`config.mk`:
```
export PLATFORM = sky130hd
export DESIGN_NAME = stream_mux4to1
export DESIGN_NICKNAME = d
export VERILOG_FILES = /design/src/rtl/stream_mux4to1.sv
export SDC_FILE = /design/constraint.sdc
export NUM_CORES = 1
export LEC_CHECK = 0
export BUFFER_PORTS_ARGS = -buffer_cell sky130_fd_sc_hd__buf_2
export CORE_ASPECT_RATIO = 1.1
export CORE_MARGIN = 3
export CORE_UTILIZATION = 50
export DETAILED_ROUTE_END_ITERATION = 7
export GPL_TIMING_DRIVEN = 0
export PLACE_DENSITY = 0.85
export RECOVER_POWER = 100
export SYNTH_ARGS = -nofsm -noshare
export SYNTH_HDL_FRONTEND = slang
export SYNTH_SLANG_ARGS = --single-unit
```
`constraint.sdc`:
```
create_clock -name clk_i -period 8.8 [get_ports clk_i]
set_clock_uncertainty 0.1 [all_clocks]
set_input_delay 1.32 -clock clk_i [delete_from_list [all_inputs] [get_ports clk_i]]
set_output_delay 1.32 -clock clk_i [all_outputs]
set_load 0.01 [all_outputs]
```
`src/rtl/stream_mux4to1.sv`:
```
// stream_mux4to1: merges four valid/ready packet streams onto one output.
// Round-robin arbitration that stays with a channel until its last beat,
// followed by a single registered output stage (1 cycle latency, 1 beat/cycle).
//
// Handshake: a beat moves on any rising edge where valid && ready are both
// high on the same channel; valid/data/last must stay stable until that
// happens, and ready may depend on valid but never the other way round.
module stream_mux4to1 #(
    parameter int DW = 8
) (
    input  logic            clk_i,
    input  logic            rst_i,
    input  logic [3:0]      in_valid_i,
    input  logic [4*DW-1:0] in_data_i,
    input  logic [3:0]      in_last_i,
    output logic [3:0]      in_ready_o,
    output logic            out_valid_o,
    output logic [DW-1:0]   out_data_o,
    output logic            out_last_o,
    output logic [1:0]      out_sel_o,
    input  logic            out_ready_i,
    output logic            dbg_state_o,
    output logic [1:0]      dbg_ptr_o
);

    typedef enum logic {
        ARB  = 1'b0,
        LOCK = 1'b1
    } state_e;

    state_e        state_q, state_d;
    logic [1:0]    ptr_q, ptr_d;
    logic [1:0]    lock_ch_q, lock_ch_d;

    logic          out_valid_q;
    logic [DW-1:0] out_data_q;
    logic          out_last_q;
    logic [1:0]    out_sel_q;

    logic [1:0]    cand;
    logic          cand_found;
    logic          load_en;
    logic          accept;
    logic [DW-1:0] cand_data;
    logic          cand_last;

    // The output register may take a new beat when it is empty or draining.
    assign load_en = !out_valid_q || out_ready_i;

    // Pick the candidate channel: the locked one, or the first valid from ptr.
    always_comb begin
        cand       = ptr_q;
        cand_found = 1'b0;
        if (state_q == LOCK) begin
            cand       = lock_ch_q;
            cand_found = 1'b1;
        end else begin
            // Walk from the farthest offset down so the nearest valid wins.
            for (int k = 3; k >= 0; k--) begin
                if (in_valid_i[ptr_q + 2'(k)]) begin
                    cand       = ptr_q + 2'(k);
                    cand_found = 1'b1;
                end
            end
        end
    end

    // FSM output logic: one-hot ready towards the candidate only.
    always_comb begin
        in_ready_o = 4'b0000;
        if (!rst_i && cand_found && load_en) begin
            in_ready_o[cand] = 1'b1;
        end
    end

    assign accept    = |(in_valid_i & in_ready_o);
    assign cand_data = in_data_i[32'(cand)*DW +: DW];
    assign cand_last = in_last_i[cand];

    // FSM next-state logic: lock on a non-last beat, release and rotate on last.
    always_comb begin
        state_d   = state_q;
        ptr_d     = ptr_q;
        lock_ch_d = lock_ch_q;
        case (state_q)
            ARB: begin
                if (accept) begin
                    if (cand_last) begin
                        ptr_d = cand + 2'd1;
                    end else begin
                        state_d   = LOCK;
                        lock_ch_d = cand;
                    end
                end
            end
            LOCK: begin
                if (accept && cand_last) begin
                    state_d = ARB;
                    ptr_d   = lock_ch_q + 2'd1;
                end
            end
            default: state_d = ARB;
        endcase
    end

    // FSM state register.
    always_ff @(posedge clk_i) begin
        if (rst_i) begin
            state_q   <= ARB;
            ptr_q     <= 2'd0;
            lock_ch_q <= 2'd0;
        end else begin
            state_q   <= state_d;
            ptr_q     <= ptr_d;
            lock_ch_q <= lock_ch_d;
        end
    end

    // Output stage: capture the accepted beat, hold it while downstream stalls.
    always_ff @(posedge clk_i) begin
        if (rst_i) begin
            out_valid_q <= 1'b0;
            out_data_q  <= '0;
            out_last_q  <= 1'b0;
            out_sel_q   <= 2'd0;
        end else if (load_en) begin
            out_valid_q <= accept;
            if (accept) begin
                out_data_q <= cand_data;
                out_last_q <= cand_last;
                out_sel_q  <= cand;
            end
        end
    end

    assign out_valid_o = out_valid_q;
    assign out_data_o  = out_data_q;
    assign out_last_o  = out_last_q;
    assign out_sel_o   = out_sel_q;
    assign dbg_state_o = state_q;
    assign dbg_ptr_o   = ptr_q;

endmodule

```
==> summary.md <==
| Metric | Value |
|---|---|
| Worst setup EP type | `primary output` |
| Fin. Hold Viols | `0` |
| Post-synth EDFFs | `0` |
| Post-synthesis net count | `214` |
| Max H-tree Level | `1` |
| CTS clk-pin slew, worst paths | `between 0.1 and 0.15 ns` |
| Max cap viols | `0` |
| PD cells | `162 mW/mm²` |
| Synth async-reset ratio | `0%` |
| Vias per cell | `5.77` |
| Worst setup slack after layout | `around 3.4 ns` |
| Reg-to-reg startpoint | `dbg_ptr_o[0]` |
| Post-synthesis sequential area ratio | `between 20% and 30%` |
| Period utilisation layout | `~60%` |
| NumNets Final | `280` |
| Clock Sink Count | `17` |
| I/O Buffers | `between 60 and 70` |
| Post-synthesis register bit count | `17` |
| Placed standard-cell area | `around 0.0016 mm²` |
| Top cell type by total area after synthesis | `dfxtp_1` |
| Placed cell count | `~260` |
| Max stage delay on crit path | `between 0.9 and 1 ns` |
| Synth cell types | `42` |
| Switching power | `roughly 110 µW` |
| DRT Pass-1 Iters | `4` |
| Routed Antenna Nets | `0` |
| Setup Total Neg Slack | `0 ns` |
| GR Util All Layers | `23.9%` |
| Die Span Y | `around 60 µm` |
| CTS resizes | `0` |
| Sequential share of power | `between 30% and 40%` |
| Mean Syn Cell Area | `a little under 8 µm²` |
| Worst min-delay path category | `reg2reg` |
| Final setup violation count | `0` |
| Number of diodes | `0` |
| Critical Path AT | `approximately 4 ns` |
| Max-slew headroom | `between 10% and 20%` |
| Die area | `approximately 0.0033 mm²` |
| Kind of critical path | `in2out` |
| Ys Warns | `0` |
| Layout area overhead | `25.2%` |
| Total vias in the final route | `between 1500 and 2000` |
| Largest net degree at the start of global routing | `12` |
| Width of the chip | `around 55 µm` |
| Root Buffer Master | `clkbuf_4` |
| Status | `complete, no violations` |
| Post-synth top area share | `a little over a quarter` |
| Share of cells above drive strength 1 | `25.4%` |
| Slowest CP cell | `a211oi_1` |
| CP Max Fanout | `10` |
| Largest delay share family, worst path | `compound AO/OA/AOI/OAI gates` |
| Initial DRC count | `51` |
| Vias in the first global route | `1340` |
| Buf/Inv on CP | `4` |
| Crit path launch | `in_valid_i[0]` |
| Clock Latency Late Sink | `approximately 0.30 ns` |
| Core Area | `~0.0024 mm²` |
| Global-route wire length before repair | `just under 6 mm` |
| Post-synthesis cell area | `~0.0013 mm²` |
| Startpoint of the worst hold path | `out_data_o[0]` |
| P_int | `approximately 160 µW` |
| Cell area after layout | `0.00163 mm²` |
| Worst vdd ir | `0.0957 mV` |
| Final Max Tran Viols | `0` |
| Starting Density | `a little under three fifths` |
| Grt ovf | `0` |
| GPL Wtd Cong | `between 0.8 and 0.9` |
| Num CTS Buffers | `3` |
| Critical Path RT | `about 7.4 ns` |
| Worst slew pin tran | `around 1.3 ns` |
| Initial antenna violation count | `0` |
| DP HPWL | `2.79 mm` |
| Share of total power in the clock network | `around 17%` |
| Post-Syn Instances | `167` |
| Routed WL per cell | `around 14 µm` |
| Pleak | `slightly below 0.0007 µW` |
| Worst setup SP type | `primary input` |
| RSZ-0062 raised after global routing | `false` |
| # IOs | `a little over 60` |
| DRC violations left | `0` |
| Row Count | `18` |
| Most frequent CP cell | `clkbuf_1` |
| Critical-path cell list | `clkbuf_1, nor2b_1, a31o_1, a211oi_1, clkbuf_1, nor2_1, inv_1, ha_1, and2_1, clkbuf_1` |
| Combinational share of power | `between 40% and 50%` |
| Clk buf depth | `2` |
| Switching part of the total | `41.4%` |
| Commonest cells in the netlist | `dfxtp_1 (17), nand2_1 (17), a21oi_1 (16), a31oi_1 (16), o21ai_0 (14)` |
| Minimum clock period | `around 5.4 ns` |
| Pre-CTS setup slack | `between 4 and 5 ns` |
| Final Non-Filler Cells | `262` |
| Hold Buf Count CTS | `0` |
| Post-CTS Setup Bufs | `0` |
| Top post-synthesis cells by area | `dfxtp_1 (26%), a31oi_1 (7.7%), a21oi_1 (6.1%)` |
| Drt total wl | `between 3 and 4 mm` |
| CTS tree | `built` |
| Commonest register cell after synthesis | `dfxtp_1` |
| Peak Freq | `~180 MHz` |
## flip-flops by register name (all words and copies together), names as in the netlist, named ones only
register	cells
lock_ch_q	2
dbg_ptr_o	2
out_valid_o	1
out_data_o	8
out_last_o	1
out_sel_o	2
## kinds of logic (layout without fill, tap and decap cells)
family | count (synthesis) | count (layout) | share of synthesized area (%)
flops | 17 | 17 | 26.1
simple gates | 45 | 45 | 17.1
compound gates | 78 | 78 | 43.7
mux | 2 | 2 | 1.63
fa+ha+maj | 4 | 4 | 3.84
buf+inv | 21 | 86 | 7.68
## worst reg2reg max path, delay by kind of cell (launching register included)
| family | cells | cell delay, ns |
|---|---|---|
| compound gates | 4 | 1.41 |
| fa+ha+maj | 1 | 0.18 |
| buf+inv | 2 | 0.53 |
| flops | 1 | 0.48 |
| mux | 1 | 0.34 |
| simple gates | 5 | 1.00 |
## cells in the final DEF (no fill, tap or decap), types with 2 or more instances in the layout
master	synthesis	layout
a211oi_1	1	2
a21oi_1	16	17
a221o_1	8	8
a22oi_1	3	3
a31oi_1	16	16
and2_1	6	5
buf_2	5	46
buf_4	2	2
clkbuf_1	6	27
clkbuf_4	0	3
dfxtp_1	17	17
ha_1	4	4
inv_1	7	7
nand2_1	17	17
nand2b_1	5	5
nor2_1	5	5
nor2b_1	5	5
nor3_1	2	2
o21a_1	3	3
o21ai_0	14	14
o21ai_1	3	3
## path summary, 6_finish.rpt
kind | cells after the start | end | slack [ns]
min | 2 | out_data_o[0] | 0.36
min reg2reg | 2 | out_data_o[0] | 0.36
max reg2reg | 13 | lock_ch_q[1] | 4.66
max | 10 | in_ready_o[2] | 3.38
## stage by stage
stage | hold slack [ns] | utilization (%) | total power (µW)
3_3_place_gp | 0.343 | 69.6 | 225
3_5_place_dp | 0.346 | 69.6 | 227
2_1_floorplan | 0.367 | - | 186
5_1_grt | 0.396 | 69.0 | 284
4_1_cts | 0.362 | 70.8 | 269
6_report | 0.364 | 69.0 | 265
## area by class of cell
cell class / count / area [µm²]
sequential: 17 / 340
inverter: 7 / 26.3
multi-input combinational: 129 / 855
tap: 30 / 37.5
buffer: 14 / 66.3
timing repair buffer: 61 / 280
fill: 239 / 732
clock buffer: 3 / 22.5
clock inverter: 1 / 5.00
## per-layer routing
layer | routed length [µm] | GRT usage, %
met2 | 1740 | 38.9
met1 | 1630 | 32.7
met4 | 31 | 4.98
met5 | 0 | 0
met3 | 316 | 3.78
## power groups by stage
stage | registers (µW) | logic (µW) | clock network (µW)
finish | 94.5 | 127 | 43.8
global route | 96.1 | 140 | 47.7
CTS | 94.2 | 131 | 43.5
detailed placement | 96.0 | 131 | 0
global placement | 95.8 | 129 | 0
floorplan | 99.9 | 85.8 | 0
No activity file was read; power rests on OpenSTA's default activity.
